<file path="src/rtl/collision_avoid_drive.sv">
// Obstacle-avoidance motor controller: confirms repeated crash hits, then runs a timed
// brake / reverse / turn / resume sequence with dead-time-protected PWM on both motors.
module collision_avoid_drive #(
    parameter int PWM_PERIOD = 10000,
    parameter int DUTY_W     = 14,
    parameter int HIT_COUNT  = 3,
    parameter int WINDOW_CYC = 5_000_000,
    parameter int DEAD_CYC   = 1000,
    parameter int BRAKE_CYC  = 10_000_000,
    parameter int REV_CYC    = 50_000_000,
    parameter int TURN_CYC   = 30_000_000,
    parameter int REV_DUTY   = 6000,
    parameter int TURN_DUTY  = 5000
) (
    input  logic              clk,
    input  logic              rst,
    input  logic              enable,
    input  logic              crash_in,
    input  logic [DUTY_W-1:0] cmd_duty,
    output logic              pwm_l,
    output logic              pwm_r,
    output logic              dir_l,
    output logic              dir_r,
    output logic              obstacle,
    output logic [2:0]        state
);

    typedef enum logic [2:0] {
        S_IDLE  = 3'd0,
        S_FWD   = 3'd1,
        S_BRAKE = 3'd2,
        S_REV   = 3'd3,
        S_TURN  = 3'd4
    } state_t;

    localparam int TMR_MAX = (BRAKE_CYC > REV_CYC) ?
                             ((BRAKE_CYC > TURN_CYC) ? BRAKE_CYC : TURN_CYC) :
                             ((REV_CYC > TURN_CYC) ? REV_CYC : TURN_CYC);
    localparam int TMR_W  = $clog2(TMR_MAX + 1);
    localparam int WIN_W  = $clog2(WINDOW_CYC + 1);
    localparam int HIT_W  = $clog2(HIT_COUNT + 1);
    localparam int DEAD_W = $clog2(DEAD_CYC + 1);

    localparam logic [TMR_W-1:0]  BRAKE_LAST  = TMR_W'(BRAKE_CYC - 1);
    localparam logic [TMR_W-1:0]  REV_LAST    = TMR_W'(REV_CYC - 1);
    localparam logic [TMR_W-1:0]  TURN_LAST   = TMR_W'(TURN_CYC - 1);
    localparam logic [TMR_W-1:0]  TMR_TOP     = {TMR_W{1'b1}};
    localparam logic [WIN_W-1:0]  WIN_LAST    = WIN_W'(WINDOW_CYC);
    localparam logic [HIT_W-1:0]  HIT_MAX     = HIT_W'(HIT_COUNT);
    localparam logic [DEAD_W-1:0] DEAD_LAST   = DEAD_W'(DEAD_CYC - 1);
    localparam logic [DUTY_W-1:0] PERIOD_V    = DUTY_W'(PWM_PERIOD);
    localparam logic [DUTY_W-1:0] CNT_LAST    = DUTY_W'(PWM_PERIOD - 1);
    localparam logic [DUTY_W-1:0] REV_DUTY_V  = DUTY_W'(REV_DUTY);
    localparam logic [DUTY_W-1:0] TURN_DUTY_V = DUTY_W'(TURN_DUTY);

    state_t            state_q, state_d;
    logic              crash_q, crash_prev_q, edge_q;
    logic [HIT_W-1:0]  hits_q, hits_d;
    logic [WIN_W-1:0]  win_q, win_d;
    logic [TMR_W-1:0]  timer_q, timer_d;
    logic [DEAD_W-1:0] dead_q, dead_d;
    logic [DUTY_W-1:0] cnt_q, cnt_d;
    logic [DUTY_W-1:0] duty_s, duty_clamp_s;
    logic              state_chg_s;
    logic              pwm_q, pwm_d;
    logic              dir_l_q, dir_l_d, dir_r_q, dir_r_d;
    logic              obstacle_q, obstacle_d;

    // FSM state register
    always_ff @(posedge clk) begin
        if (rst) begin
            state_q <= S_IDLE;
        end else begin
            state_q <= state_d;
        end
    end

    // FSM next-state logic; enable low overrides every other condition
    always_comb begin
        state_d = state_q;
        if (!enable) begin
            state_d = S_IDLE;
        end else begin
            case (state_q)
                S_IDLE:  state_d = S_FWD;
                S_FWD:   state_d = (hits_q == HIT_MAX)     ? S_BRAKE : S_FWD;
                S_BRAKE: state_d = (timer_q == BRAKE_LAST) ? S_REV   : S_BRAKE;
                S_REV:   state_d = (timer_q == REV_LAST)   ? S_TURN  : S_REV;
                S_TURN:  state_d = (timer_q == TURN_LAST)  ? S_FWD   : S_TURN;
                default: state_d = S_IDLE;
            endcase
        end
    end

    // FSM output decode, taken from the next state so directions move on the transition clock
    always_comb begin
        duty_s  = '0;
        dir_l_d = dir_l_q;
        dir_r_d = dir_r_q;
        case (state_d)
            S_FWD: begin
                duty_s  = cmd_duty;
                dir_l_d = 1'b1;
                dir_r_d = 1'b1;
            end
            S_REV: begin
                duty_s  = REV_DUTY_V;
                dir_l_d = 1'b0;
                dir_r_d = 1'b0;
            end
            S_TURN: begin
                duty_s  = TURN_DUTY_V;
                dir_l_d = 1'b1;
                dir_r_d = 1'b0;
            end
            S_IDLE, S_BRAKE: begin
                duty_s = '0;
            end
            default: begin
                duty_s  = '0;
                dir_l_d = 1'b1;
                dir_r_d = 1'b1;
            end
        endcase
        if (state_d == S_BRAKE && state_q != S_BRAKE) begin
            obstacle_d = 1'b1;
        end else if (state_d == S_IDLE) begin
            obstacle_d = 1'b0;
        end else if (state_q == S_TURN && state_d != S_TURN) begin
            obstacle_d = 1'b0;
        end else begin
            obstacle_d = obstacle_q;
        end
    end

    // Hit window, state timer, dead time and PWM next-state logic
    always_comb begin
        state_chg_s = (state_d != state_q);

        if (edge_q) begin
            win_d = '0;
        end else if (win_q != WIN_LAST) begin
            win_d = win_q + 1'b1;
        end else begin
            win_d = win_q;
        end

        if (state_q != S_FWD) begin
            hits_d = '0;
        end else if (edge_q) begin
            hits_d = (hits_q != HIT_MAX) ? hits_q + 1'b1 : hits_q;
        end else if (win_q == WIN_LAST) begin
            hits_d = '0;
        end else begin
            hits_d = hits_q;
        end

        if (state_chg_s) begin
            timer_d = '0;
        end else if (timer_q != TMR_TOP) begin
            timer_d = timer_q + 1'b1;
        end else begin
            timer_d = timer_q;
        end

        // The transition clock itself is the first of the DEAD_CYC low clocks
        if (state_chg_s) begin
            dead_d = DEAD_LAST;
        end else if (dead_q != '0) begin
            dead_d = dead_q - 1'b1;
        end else begin
            dead_d = dead_q;
        end

        if (cnt_q == CNT_LAST) begin
            cnt_d = '0;
        end else begin
            cnt_d = cnt_q + 1'b1;
        end

        duty_clamp_s = (duty_s > PERIOD_V) ? PERIOD_V : duty_s;
        pwm_d        = !state_chg_s && (dead_q == '0) && (cnt_q < duty_clamp_s);
    end

    // Datapath registers: crash edge pipeline, counters and registered outputs
    always_ff @(posedge clk) begin
        if (rst) begin
            crash_q      <= 1'b0;
            crash_prev_q <= 1'b0;
            edge_q       <= 1'b0;
            hits_q       <= '0;
            win_q        <= '0;
            timer_q      <= '0;
            dead_q       <= '0;
            cnt_q        <= '0;
            pwm_q        <= 1'b0;
            dir_l_q      <= 1'b1;
            dir_r_q      <= 1'b1;
            obstacle_q   <= 1'b0;
        end else begin
            crash_q      <= crash_in;
            crash_prev_q <= crash_q;
            edge_q       <= crash_q & ~crash_prev_q;
            hits_q       <= hits_d;
            win_q        <= win_d;
            timer_q      <= timer_d;
            dead_q       <= dead_d;
            cnt_q        <= cnt_d;
            pwm_q        <= pwm_d;
            dir_l_q      <= dir_l_d;
            dir_r_q      <= dir_r_d;
            obstacle_q   <= obstacle_d;
        end
    end

    assign pwm_l    = pwm_q;
    assign pwm_r    = pwm_q;
    assign dir_l    = dir_l_q;
    assign dir_r    = dir_r_q;
    assign obstacle = obstacle_q;
    assign state    = state_q;

endmodule
</file>
<file path="config.mk">
export PLATFORM = sky130hd
export DESIGN_NAME = collision_avoid_drive
export DESIGN_NICKNAME = d
export VERILOG_FILES = /design/src/rtl/collision_avoid_drive.sv
export SDC_FILE = /design/constraint.sdc
export NUM_CORES = 1
export LEC_CHECK = 0
export CAP_MARGIN = 5
export CORE_ASPECT_RATIO = 1.5
export CORE_MARGIN = 5
export CORE_UTILIZATION = 64
export DETAILED_ROUTE_END_ITERATION = 8
export DONT_BUFFER_PORTS = 1
export GPL_TIMING_DRIVEN = 0
export PLACE_DENSITY = 0.8
export SYNTH_ARGS = -nofsm -noshare
export SYNTH_HDL_FRONTEND = slang
export SYNTH_SLANG_ARGS = --single-unit
</file>
<file path="constraint.sdc">
create_clock -name clk -period 5.5 [get_ports clk]
set_input_delay 1.1 -clock clk [delete_from_list [all_inputs] [get_ports clk]]
set_output_delay 1.1 -clock clk [all_outputs]
set_load 0.01 [all_outputs]
</file>
==> flow_metrics.tcl <==
set metrics [dict create \
    run_status "finished clean" \
    switching_share 0.2383 \
    cts_h_tree_lvls 3 \
    drt_wl_total_um 10900 \
    netSwitchingPower_uw 280.7 \
    compound_gate_fraction_of_synth_area 0.1068 \
    grt_max_degree 13 \
    ys_seq_area_frac 0.3613 \
    clk_root_buffer_cell "sky130_fd_sc_hd__clkbuf_8" \
    crit_path_start_kind "flip-flop" \
    synth_xor_xnor_area_share 0.1004 \
    tritoncts.num_buffers 9 \
    post-dp-hpwl_um 8249 \
    netlist_instances 579 \
    top_fanout_value_on_the_critical_path 7 \
    total_congestion_overflow_after_global_routing 0 \
    post_cts.resized_instances 0 \
    grtUsageTotal 0.2530 \
    drt_first_pass_iters 4 \
    clock_power_share 0.368 \
    signed_area_change_from_the_synthesized_netlist_to_the_final_layout_pct 6.615 \
    buffer_ports.inserted 0 \
    worst_clock_skew_ps 6.470 \
    layout.area.seq_sq_mm 0.001702 \
    worst-setup-path-type "reg2reg" \
    timing.final.hold_violations 0 \
    clkTransAtPathRegs_ps 80 \
    drc 0 \
    post_drt_via_cell_ratio 6.118 \
    worst_pin_slew_ps 836.6 \
    grt_antenna_before_repair 0 \
    largest_cells_by_area_after_synthesis "sky130_fd_sc_hd__dfxtp_1 36%, sky130_fd_sc_hd__nor2_1 6.4%, sky130_fd_sc_hd__xnor2_1 5.6%" \
    post_synth.cell_area_avg_sq_um 8.134 \
    total_power_uw 1178 \
    cts_setup_buffers 0 \
    comb_power_share 0.084 \
    core_region_area_sq_mm 0.007227 \
    final_antenna_net_count 0 \
    multi_input_area_sq_mm 0.002831 \
    timing.max_cap.violations 0 \
    cts_tree "built" \
    power_per_cell_area_mw_per_mm2 234.6 \
    finish.net_count 627 \
    ys_async_sr_fraction 0 \
    synth.mux.area_fraction 0.008767 \
    initial_core_util 0.6517 \
    slew_headroom 0.4423 \
    synth_cell_types 59 \
    max_clock_freq_mhz 213.0 \
    synth_top_cell_by_area "sky130_fd_sc_hd__dfxtp_1" \
    p_leak_uw 0.001735 \
    worst-endpoint-arrival_ps 4920 \
    rsz0062_at_grt "no" \
    share_of_the_cycle_needed_by_the_critical_path_after_routing 0.8535 \
    fin_worst_hold_slack_ps 390.4 \
    synth_ff_type "sky130_fd_sc_hd__dfxtp_1" \
    wire_per_inst_um 15.75 \
    power.share.sequential 0.547 \
    finalSetupViolations 0 \
    clockBufferDepth 2 \
    grt_first_pass_wirelength_um 18700 \
    timing.hold.worst.class "reg2reg" \
    die_h_um 115.1 \
    die_width_um 80.04 \
    mostFrequentLayoutCell "sky130_fd_sc_hd__dfxtp_1" \
    routabilityCongestion 0.9733 \
    yosys.area_share.simple 0.3348 \
    synth-seq-cells 85 \
    yosys.area_share.adder 0.05048 \
    synth_top_family_by_area "simple AND/OR/NAND/NOR gates" \
    power.internal_uw 897.1 \
    clock_insertion_delay_worst_skew_ps 360 \
    post-synth-top-area-fraction 0.3613 \
    mostFrequentLayoutCells "85 x sky130_fd_sc_hd__dfxtp_1, 80 x sky130_fd_sc_hd__nor2_1, 42 x sky130_fd_sc_hd__nand2_1" \
    synthesis.nets 616 \
    post-route-min-period_ps 4694 \
    grt_pass1_vias 4189 \
    power.ir.vdd_worst_mv 0.1615 \
    number_of_enable_type_register_cells_in_the_synthesized_netlist 0 \
    tritoncts_num_sinks 85 \
    fill_cells 641 \
    num_antenna_cells 0 \
    data_required_critical_path_ps 5730 \
    design.portCount 26 \
    placement_rows 38 \
    drt_iter0_drc 277 \
    post_synth_instance_area_sq_mm 0.004710 \
    cp-end-kind "flip-flop" \
    vias 4234 \
    final_layout_setup_total_negative_slack_ps 0 \
    synth.yosys.warnings 0 \
    cts_hold_buffers 0 \
    layout-drive-gt1-share 0.05405 \
    design.die.area_sq_mm 0.009209 \
    report.final.slew_viol_count 0 \
]
[logic make-up (layout without fill, tap and decap cells)]
logic type	count (synthesis)	in the layout
flops	85	85
simple gates	295	295
fa+ha+maj	19	19
xor+xnor	54	54
mux	4	4
compound gates	79	79
buf+inv	43	56
[state kept, by name, summed over array words and instances (netlist names), 2 cells and up]
name     flops
cnt_q       14
dead_q      10
hits_q       2
state        3
timer_q     26
win_q       23
[cells in the mapped netlist, drive strengths merged (14+ instances only)]
cell type  number
dfxtp          85
nor2           80
nand2          42
xnor2          30
a21oi          27
nand4          27
nor3           26
nand3          25
xor2           24
clkbuf         20
ha             19
inv            18
o21ai          16
and3           14
nor4           14
[worst max-delay path, stage by stage, from the launching register on]
cell and delay, ps:
sky130_fd_sc_hd__dfxtp_1 360, sky130_fd_sc_hd__or4b_1 560, sky130_fd_sc_hd__or4_1 500, sky130_fd_sc_hd__buf_2 170, sky130_fd_sc_hd__or4_4 540, sky130_fd_sc_hd__buf_6 150, sky130_fd_sc_hd__a41o_4 300, sky130_fd_sc_hd__nor3b_4 280
sky130_fd_sc_hd__a211oi_1 90, sky130_fd_sc_hd__ha_1 320, sky130_fd_sc_hd__nand4_1 150, sky130_fd_sc_hd__or4_1 570, sky130_fd_sc_hd__nor2_1 110, sky130_fd_sc_hd__and4_2 220, sky130_fd_sc_hd__and4_1 180, sky130_fd_sc_hd__nor4_1 60
[metal layers]
layer,vias up,part of all wire,GRT usage
met5,-,0,0
met4,0,0.041,0.1488
met3,35,0.049,0.05094
met2,96,0.51,0.4524
met1,2000,0.40,0.2702
li1,2103,-,-
[cell type report]
type / instances / share of cell area
Tap cell: 100 / 0.02492
Clock inverter: 2 / 0.006977
Inverter: 18 / 0.01346
Sequential cell: 85 / 0.3389
Buffer: 25 / 0.02168
Clock buffer: 11 / 0.03015
Multi-Input combinational cell: 451 / 0.5639
[final timing paths]
check,from,to,slack (ps),depth (start not counted)
max,timer_q[7],pwm_l,810,15
min,crash_prev_q,edge_q,390,1
max reg2reg,timer_q[7],pwm_l,810,15
min reg2reg,crash_prev_q,edge_q,390,1
[stage by stage]
stage | setup slack [ps] | cell area [sq um] | utilization | cells
2_1_floorplan | 1196 | 4710 | - | 579
5_1_grt | 540.3 | 5021 | 0.6948 | 692
3_3_place_gp | 873.3 | 4835 | 0.6690 | 679
6_report | 806.0 | 5021 | 0.6948 | 692
3_5_place_dp | 871.2 | 4835 | 0.6690 | 679
4_1_cts | 844.4 | 5021 | 0.6948 | 692
[power groups by stage]
stage / Sequential, uW / Clock, uW / Combinational (uW)
global route: 647 / 468 / 113
CTS: 644 / 445 / 99.5
detailed placement: 659 / 0 / 97.6
floorplan: 655 / 0 / 79.4
finish: 645 / 434 / 99.3
global placement: 658 / 0 / 93.8
Note: power is estimated with default switching activity, not from simulation.
